### config.mk
export PLATFORM = sky130hd
export DESIGN_NAME = feature_serializer
export DESIGN_NICKNAME = d
export VERILOG_FILES = /design/src/rtl/feature_pkg.sv /design/src/rtl/feature_serializer.sv
export SDC_FILE = /design/constraint.sdc
export NUM_CORES = 1
export LEC_CHECK = 0
export CAP_MARGIN = 20
export CELL_PAD_IN_SITES_DETAIL_PLACEMENT = 0
export CELL_PAD_IN_SITES_GLOBAL_PLACEMENT = 2
export CORE_AREA = 2 2 350 352
export DETAILED_ROUTE_END_ITERATION = 8
export DIE_AREA = 0 0 352 354
export PLACE_DENSITY_LB_ADDON = 0.05
export SLEW_MARGIN = 20
export SYNTH_ARGS = -nofsm -noshare
export SYNTH_HDL_FRONTEND = slang
export SYNTH_SLANG_ARGS = --single-unit
### constraint.sdc
create_clock -name clk -period 57.9 [get_ports clk]
set_input_delay 5.79 -clock clk [delete_from_list [all_inputs] [get_ports clk]]
set_output_delay 5.79 -clock clk [all_outputs]
set_load 0.005 [all_outputs]
### src/rtl/feature_pkg.sv
// feature_pkg: frame geometry, feature slot map and FSM state type shared by
// feature_serializer. Defining FEAT_SER_CHECKSUM_EN adds the StCheck state.
package feature_pkg;

  localparam int unsigned FEAT_COUNT = 27;
  localparam int unsigned FEAT_W     = 32;
  localparam logic [15:0] MAGIC      = 16'hFEA7;

  // Slot map of the packed feature vector (slot k lives at bits [k*FEAT_W +: FEAT_W])
  localparam int unsigned SlotPsdGamma      = 0;
  localparam int unsigned SlotPsdBeta       = 1;
  localparam int unsigned SlotPsdAlpha      = 2;
  localparam int unsigned SlotPsdTheta      = 3;
  localparam int unsigned SlotPsdDelta      = 4;
  localparam int unsigned SlotPeakAmplitude = 5;
  localparam int unsigned SlotZeroCounter   = 6;
  localparam int unsigned SlotDwtBase       = 7;

  // DWT slots: band-major, four statistics per band, slots 7..26
  localparam int unsigned DwtGamma = 0;
  localparam int unsigned DwtBeta  = 1;
  localparam int unsigned DwtAlpha = 2;
  localparam int unsigned DwtTheta = 3;
  localparam int unsigned DwtDelta = 4;

  localparam int unsigned DwtMax   = 0;
  localparam int unsigned DwtMin   = 1;
  localparam int unsigned DwtMean  = 2;
  localparam int unsigned DwtSum   = 3;
  localparam int unsigned DwtStats = 4;

  function automatic int unsigned dwt_slot(input int unsigned band, input int unsigned stat);
    return SlotDwtBase + band * DwtStats + stat;
  endfunction

  typedef enum logic [1:0] {
    StIdle,
    StHeader,
`ifdef FEAT_SER_CHECKSUM_EN
    StPayload,
    StCheck
`else
    StPayload
`endif
  } state_e;

endpackage

### src/rtl/feature_serializer.sv
// feature_serializer: captures a packed feature bundle in one cycle and streams it
// as a header word followed by FEAT_COUNT payload words over a valid/ready link.
// Optional macro FEAT_SER_CHECKSUM_EN appends an XOR checksum word to every frame.
module feature_serializer
  import feature_pkg::*;
#(
  parameter int unsigned FEAT_COUNT = feature_pkg::FEAT_COUNT,
  parameter int unsigned FEAT_W     = feature_pkg::FEAT_W,
  parameter logic [15:0] MAGIC      = feature_pkg::MAGIC
) (
  input  logic                         clk,
  input  logic                         rst,
  input  logic                         en,
  input  logic [FEAT_COUNT*FEAT_W-1:0] feat_in,
  input  logic                         feat_valid,
  output logic [31:0]                  out_data,
  output logic                         out_valid,
  input  logic                         out_ready,
  output logic                         out_last,
  output logic                         busy,
  output logic                         overrun
);

  localparam int unsigned      IdxW       = (FEAT_COUNT > 1) ? $clog2(FEAT_COUNT) : 1;
  localparam logic [IdxW-1:0]  LastIdx    = IdxW'(FEAT_COUNT - 1);
  localparam logic [IdxW-1:0]  ZeroCntIdx = IdxW'(SlotZeroCounter);

  state_e                       state_q, state_d;
  logic [IdxW-1:0]              idx_q, idx_d;
  logic [7:0]                   epoch_q, epoch_d;
  logic [FEAT_COUNT*FEAT_W-1:0] feat_q;
  logic                         capture;
  logic                         overrun_q;
  logic [31:0]                  header_word;
  logic [31:0]                  slot_word;

  assign header_word = {MAGIC, 8'(FEAT_COUNT), epoch_q};
  assign busy        = (state_q != StIdle);
  assign overrun     = overrun_q;

  // Select the current payload slot; zero_counter only carries 8 meaningful bits
  always_comb begin
    slot_word = 32'(feat_q[idx_q*FEAT_W +: FEAT_W]);
    if (idx_q == ZeroCntIdx) slot_word = {24'd0, slot_word[7:0]};
  end

`ifdef FEAT_SER_CHECKSUM_EN
  logic [31:0] csum_q, csum_d;

  // Running XOR of every accepted header/payload word
  always_comb begin
    csum_d = csum_q;
    if (out_valid && out_ready) begin
      if (state_q == StHeader)       csum_d = out_data;
      else if (state_q == StPayload) csum_d = csum_q ^ out_data;
    end
  end

  // Checksum accumulator register
  always_ff @(posedge clk or posedge rst) begin
    if (rst) csum_q <= '0;
    else     csum_q <= csum_d;
  end
`endif

  // Next-state logic and output decode; outputs only depend on registered state
  always_comb begin
    state_d   = state_q;
    idx_d     = idx_q;
    epoch_d   = epoch_q;
    capture   = 1'b0;
    out_valid = 1'b0;
    out_last  = 1'b0;
    out_data  = '0;
    unique case (state_q)
      StIdle: begin
        if (feat_valid && en) begin
          capture = 1'b1;
          epoch_d = epoch_q + 8'd1;
          idx_d   = '0;
          state_d = StHeader;
        end
      end
      StHeader: begin
        out_valid = 1'b1;
        out_data  = header_word;
        if (out_ready) state_d = StPayload;
      end
      StPayload: begin
        out_valid = 1'b1;
        out_data  = slot_word;
`ifndef FEAT_SER_CHECKSUM_EN
        out_last  = (idx_q == LastIdx);
`endif
        if (out_ready) begin
          if (idx_q == LastIdx) begin
`ifdef FEAT_SER_CHECKSUM_EN
            state_d = StCheck;
`else
            state_d = StIdle;
`endif
          end else begin
            idx_d = idx_q + 1'b1;
          end
        end
      end
`ifdef FEAT_SER_CHECKSUM_EN
      StCheck: begin
        out_valid = 1'b1;
        out_last  = 1'b1;
        out_data  = csum_q;
        if (out_ready) state_d = StIdle;
      end
`endif
      default: state_d = StIdle;
    endcase
  end

  // Control state; a bundle offered while a frame is in flight is dropped and flagged
  always_ff @(posedge clk or posedge rst) begin
    if (rst) begin
      state_q   <= StIdle;
      idx_q     <= '0;
      epoch_q   <= '0;
      overrun_q <= 1'b0;
    end else begin
      state_q   <= state_d;
      idx_q     <= idx_d;
      epoch_q   <= epoch_d;
      overrun_q <= feat_valid && en && (state_q != StIdle);
    end
  end

  // Bundle register: only read while busy, so it needs no reset
  always_ff @(posedge clk) begin
    if (capture) feat_q <= feat_in;
  end

endmodule

==> results of run 1 <==
-- Yosys cell counts (all sizes together), types with 3 or more instances --
library cell  count
a22oi            32
dfrtp            16
mux2             28
a31oi             8
o2bb2ai           7
nor3             11
clkbuf           35
nor2             31
o21a              7
a211o             7
mux4            195
buf              54
o21ai            43
and2              3
nand2            29
o221ai            9
a22o              9
nand3             6
nand4             3
a21oi            32
ha                7
a221oi           31
mux2i            43
inv              12
xnor2             8
edfxtp          864
-- routing by layer --
metal  vias to the layer above  global-route usage, %  routed length, µm
met3                       231                   7.60              10500
met4                        80                   5.24               2930
li1                       8519                      -                  -
met1                      9836                   20.1              41800
met5                         -                      0                485
met2                       739                   34.5              64500
-- final cells by class --
cell class                      count  share of cell area (%)
Antenna cell                       31                   0.161
Inverter                           12                   0.112
Multi-Input combinational cell    567                    14.7
Sequential cell                   880                    54.8
Timing Repair Buffer              935                    19.4
Clock buffer                      133                    5.68
Clock inverter                     54                   0.977
Tap cell                         1625                    4.22
-- registers in the layout, indices dropped and copies added, names as in the netlist --
register	flops
epoch_q	8
state_q	2
idx_q	5
overrun	1
feat_q	864
-- worst register-to-register path, stage by stage (launching register included) --
cell and delay [ns]:
dfrtp_1 0.39, inv_1 0.11, ha_1 0.20, buf_4 0.23, nand3_1 0.45, inv_8 0.43
buf_6 0.68, buf_4 0.69, buf_4 0.91, buf_4 0.86
-- worst paths after layout --
path	startpoint	slack (ns)	cells past startpoint	endpoint
max in group asynchronous	rst	51.80	2	idx_q[2]$_DFFE_PP0P_
setup reg to reg	state_q[1]$_DFFE_PP0P_	52.50	9	feat_q[47]$_DFFE_PP_
setup / recovery	idx_q[1]$_DFFE_PP0P_	46.74	8	out_data[30]
min in group asynchronous	rst	5.56	2	overrun$_DFF_PP0_
hold / removal	epoch_q[7]$_DFFE_PP0P_	0.48	1	epoch_q[7]$_DFFE_PP0P_
hold reg to reg	epoch_q[7]$_DFFE_PP0P_	0.48	1	epoch_q[7]$_DFFE_PP0P_
-- report_power, final --
part           total, mW  switching, mW  internal (mW)
combinational      0.378          0.190          0.187
clock              0.625          0.255          0.370
sequential         0.813         0.0237          0.789
-- stage by stage --
step                power [mW]  utilization, %
floorplan                 1.10               -
global placement          1.21            37.1
detailed placement        1.22            37.1
global route              1.89            39.8
CTS                       1.85            39.7
finish                    1.82            39.8
-- placed cells by master (no fill, tap or decap), types with 11 or more instances in the layout --
cell type        count
clkdlybuf4s50_1    904
edfxtp_1           864
mux4_2             195
clkbuf_16          105
mux2i_1             43
a21oi_1             32
a22oi_1             32
diode_2             31
a221oi_1            31
nor2_1              30
nand2_1             29
mux2_2              28
clkbuf_1            28
buf_4               27
o21ai_1             25
clkinv_1            25
clkinv_2            19
o21ai_0             18
dfrtp_1             11
-- cell families (layout without fill, tap and decap cells) --
logic type	after synthesis	after routing	synth area share, %
flops	880	880	77.7
mux	266	266	15.1
compound gates	191	191	3.90
buf+inv	101	1134	1.53
simple gates	94	94	1.25
xor+xnor	9	9	0.232
fa+ha+maj	7	7	0.258
other cells	0	31	0
==> reports/results.txt, run 1 <==
Synth area leader -> edfxtp_1
Synth Net Count -> 2,424
Worst EP required -> 52.11 ns
delay-heaviest family, CP -> buffers and inverters
area post-placement -> 44,800 µm²
row count -> 128
CP dominant cell by count -> buf_4
grt ovf -> 0
Worst Hold Class -> flip-flop to flip-flop
largest net degree at the start of global routing -> 148
Post-synth EDFFs -> 864
cts hold-fix bufs -> 0
DIE AREA -> 125,000 µm²
multi-input logic area -> 7080 µm²
Power Density -> 37.7 nW/µm²
VDD IR-drop max -> 21.5 µV
vias in the first global route -> 21,200
DP Cell Count -> 4,018
chip width -> 352 µm
CTS max path bufs -> 3
Synth Cell Area -> 33,900 µm²
Max Cap Viol -> 0
non-filler cells, final -> 4,237
Fmax -> 89.6 MHz
min Tclk post-route -> 11.16 ns
max incr delay on CP -> 0.84 ns
CP Capture Type -> output port
P_leak -> 15.4 nW
TritonCTS Buffers -> 102
Clock Skews -> 0.00895 ns
post-CTS setup buffers -> 0
Reg clk slew, reported paths -> 0.06 ns
hold_ws -> 0.480 ns
Worst Tran Pin Value -> 1.04 ns
fin. max-slew vios -> 0
Nets -> 3,374
clock network latency to the later pin of the worst-skew pair -> 0.66 ns
area fraction of the dominant cell type after synthesis -> 76.5%
endpoints failing setup -> 0
drt total wl -> 120,000 µm
register bit total from synthesis -> 880
worst slack, placed -> 46.19 ns
worst path buffer plus inverter count -> 4
Yosys Warn Count -> 0
first-pass GRT wire length -> 164,000 µm
via count -> 19,400
Seq/Total Area, Yosys -> 77.7%
share of cells above drive strength 1 -> 15.6%
WL/cell -> 28.4 µm
drt pass-1 iters -> 5
Avg Vias per Cell -> 4.58
status -> finished clean
crit path max-delay cell type -> buf_4
gp weighted congestion -> 0.775
drt first-iter violations -> 1,252
post-synthesis average cell area -> 21.9 µm²
Tcrit/Tclk final -> 19.3%
DRC -> 0
cell chain of the critical path -> buf_12, buf_4, buf_4, mux4_2, a22o_1, a221oi_1, o221ai_1, clkdlybuf4s50_1
worst setup margin -> 46.74 ns
Area contributors post-synth -> edfxtp_1 (76%), mux4_2 (13%), mux2i_1 (1.3%)
antenna viol nets, final -> 0
crit path DAT -> 5.37 ns
Slew HR -> 30.7%
Most used DFF post-synth -> edfxtp_1
port bufs -> 904
core region area -> 121,000 µm²
initial antenna violation count -> 78
CP Max Fanout -> 126
kind of critical path -> flip-flop to output port
post-route setup TNS -> 0 ns
Filler Cells Inserted -> 11,000
Final Hold Vio Count -> 0
Design Area, Final -> 48,100 µm²
Cells after Synth -> 1,548
Initial Util -> 28.1%
Worst setup SP type -> flip-flop
clock sinks -> 880
Area growth syn-to-layout -> 41.9%
RSZ-0062 raised after global routing -> false
Die Y -> 354 µm
DP HPWL -> 88,400 µm
Yosys cell types -> 46
IO Pins -> 905
CTS tree -> yes
FF/Latch Area -> 26,400 µm²
CTS root buf -> clkbuf_16
# resized after CTS -> 0
asr flop ratio synth -> 1.82%
Total GRT Usage -> 18.9%
htree depth -> 3
Note: power is estimated with default switching activity, not from simulation.
==> run 2: changes to the inputs <==
--- a/config.mk
+++ b/config.mk
@@ -8,9 +8,9 @@
 export CAP_MARGIN = 20
 export CELL_PAD_IN_SITES_DETAIL_PLACEMENT = 0
 export CELL_PAD_IN_SITES_GLOBAL_PLACEMENT = 2
-export CORE_AREA = 2 2 350 352
+export CORE_AREA = 2 2 349 351
 export DETAILED_ROUTE_END_ITERATION = 8
-export DIE_AREA = 0 0 352 354
+export DIE_AREA = 0 0 351 353
 export PLACE_DENSITY_LB_ADDON = 0.05
 export SLEW_MARGIN = 20
 export SYNTH_ARGS = -nofsm -noshare
==> constraint.sdc (replaced) <==
create_clock -name clk -period 9.2 [get_ports clk]
set_input_delay 0.92 -clock clk [delete_from_list [all_inputs] [get_ports clk]]
set_output_delay 0.92 -clock clk [all_outputs]
set_load 0.005 [all_outputs]
==> run 2 against run 1 <==
Setup slack worse by 43 ns; via count down 0.74%; global-route usage up 0.44 points; clock-buffer cell count down 15; highest routed layer unchanged; final area about the same; utilization up 0.096 points; largest power group unchanged; non-clock buffer count down 6; clock power rose to 6.1 times the previous value; clock skew up 0.0069 ns; critical path depth unchanged.
==> reports/results.txt, run 2 (synthesis results as in run 1) <==
status -> finished clean
min Tclk post-route -> 5.45 ns
Worst EP required -> 8.28 ns
Initial Util -> 28.1%
Area growth syn-to-layout -> 41.9%
DRC -> 0
TritonCTS Buffers -> 102
htree depth -> 3
RSZ-0062 raised after global routing -> false
CP Capture Type -> output port
CTS root buf -> clkbuf_16
FF/Latch Area -> 26,400 µm²
worst r2r src -> state_q[0]$_DFFE_PP0P_
most frequent cells in the layout -> clkdlybuf4s50_1 (904), edfxtp_1 (864), mux4_2 (195), clkbuf_16 (104), mux2i_1 (43)
WHS Endpoint -> epoch_q[7]$_DFFE_PP0P_
gp weighted congestion -> 0.771
fin. max-slew vios -> 0
worst path buffer plus inverter count -> 3
Hold Path Cell Cnt -> 1
Design Area, Final -> 48,100 µm²
VDD IR-drop max -> 151 µV
clock sinks -> 880
crit path DAT -> 4.53 ns
Largest regs -> feat_q: 864 flops, epoch_q: 8 flops, idx_q: 5 flops
cell chain of the critical path -> buf_4, nor2b_4, buf_16, a22oi_1, o21ai_0, a22oi_1, o21ai_1, clkdlybuf4s50_1
CP Max Fanout -> 40
via count -> 19,300
max incr delay on CP -> 0.80 ns
core region area -> 121,000 µm²
IO Pins -> 905
grt ovf -> 0
row count -> 128
Reg-to-Reg End -> feat_q[372]$_DFFE_PP_
Max Cap Viol -> 0
Tcrit/Tclk final -> 59.2%
Most flops, register -> feat_q
Reg clk slew, reported paths -> 0.06 ns
register share of total power -> 45.3%
Nets -> 3,368
crit path max-delay cell type -> dfrtp_4
initial antenna violation count -> 83
kind of critical path -> flip-flop to output port
Worst Tran Pin Value -> 1.18 ns
Sw Ratio -> 26.7%
Filler Cells Inserted -> 11,000
Die Y -> 353 µm
worst slack, placed -> 4.17 ns
Clock power frac -> 33.7%
CTS tree -> yes
Register-to-Register Path Depth -> 6
Largest register FFs -> 864
CTS max path bufs -> 3
DP HPWL -> 90,800 µm
drt total wl -> 122,000 µm
endpoints failing setup -> 0
multi-input logic area -> 7100 µm²
cts hold-fix bufs -> 0
P_leak -> 15.4 nW
commonest non-fill, non-tap cell in the layout -> clkdlybuf4s50_1
Worst Hold Class -> flip-flop to flip-flop
drt pass-1 iters -> 5
DIE AREA -> 124,000 µm²
worst setup margin -> 3.75 ns
Power Density -> 236 nW/µm²
# resized after CTS -> 0
WL/cell -> 28.8 µm
share of cells above drive strength 1 -> 15.7%
Hold Crit Start -> epoch_q[7]$_DFFE_PP0P_
Slew HR -> 21.4%
antenna viol nets, final -> 0
clock network latency to the later pin of the worst-skew pair -> 0.69 ns
Clock Skews -> 0.0159 ns
Total GRT Usage -> 19.4%
Final Core Density -> 39.9%
drt first-iter violations -> 1,234
Switch Pwr -> 3.03 mW
DP Cell Count -> 4,012
Avg Vias per Cell -> 4.55
Final Hold Vio Count -> 0
Fmax -> 184 MHz
Worst setup SP type -> flip-flop
Int Power -> 8.33 mW
vias in the first global route -> 21,400
non-filler cells, final -> 4,237
delay-heaviest family, CP -> buffers and inverters
first-pass GRT wire length -> 166,000 µm
R2R setup slack -> 5.77 ns
port bufs -> 904
chip width -> 351 µm
CP dominant cell by count -> a22oi_1
post-CTS setup buffers -> 0
Comb power frac -> 21.0%
area post-placement -> 44,900 µm²
largest net degree at the start of global routing -> 202
run 2: power groups by stage:
stage,logic (mW),registers (mW),clock network [mW]
after global routing,2.56,5.19,4.09
after detailed placement,2.45,5.24,0
after CTS,2.45,5.16,3.95
final,2.38,5.14,3.83
after floorplan,1.38,5.42,0
after global placement,2.43,5.22,0
run 2: metal layers:
layer / vias to the layer above / global-route usage (%) / wire length (µm)
met4: 84 / 8.11 / 3580
li1: 8519 / - / -
met1: 9699 / 19.9 / 41300
met3: 243 / 7.25 / 10600
met5: - / 0 / 529
met2: 716 / 35.0 / 66000
run 2: metrics by stage:
stage	hold WS, ns	power (mW)	TNS (ns)
after CTS	0.483	11.6	0
after global routing	0.532	11.8	0
final	0.485	11.4	0
after global placement	0.466	7.64	0
after floorplan	0.447	6.80	-4550.54
after detailed placement	0.468	7.69	0
run 2: final cells by class:
| cell class | instances | area share (%) |
|---|---|---|
| repair buffers | 929 | 19.5 |
| flip-flops and latches | 880 | 54.8 |
| multi-input cells | 567 | 14.7 |
| clock buffers | 118 | 5.52 |
| inverters | 12 | 0.104 |
| well taps | 1625 | 4.22 |
| diodes | 39 | 0.203 |
| clock inverters | 67 | 0.983 |
run 2: how the worst max path moves through the flow:
stage | startpoint | to | slack, ns | depth (start not counted)
after floorplan | feat_valid | feat_q[0]$_DFFE_PP_ | -5.25 | 2
after global placement | idx_q[0]$_DFFE_PP0P_ | out_data[18] | 3.89 | 7
after detailed placement | idx_q[0]$_DFFE_PP0P_ | out_data[18] | 4.17 | 8
after CTS | idx_q[0]$_DFFE_PP0P_ | out_data[18] | 3.41 | 8
after global routing | idx_q[0]$_DFFE_PP0P_ | out_data[18] | 3.30 | 8
final | idx_q[0]$_DFFE_PP0P_ | out_data[18] | 3.75 | 8
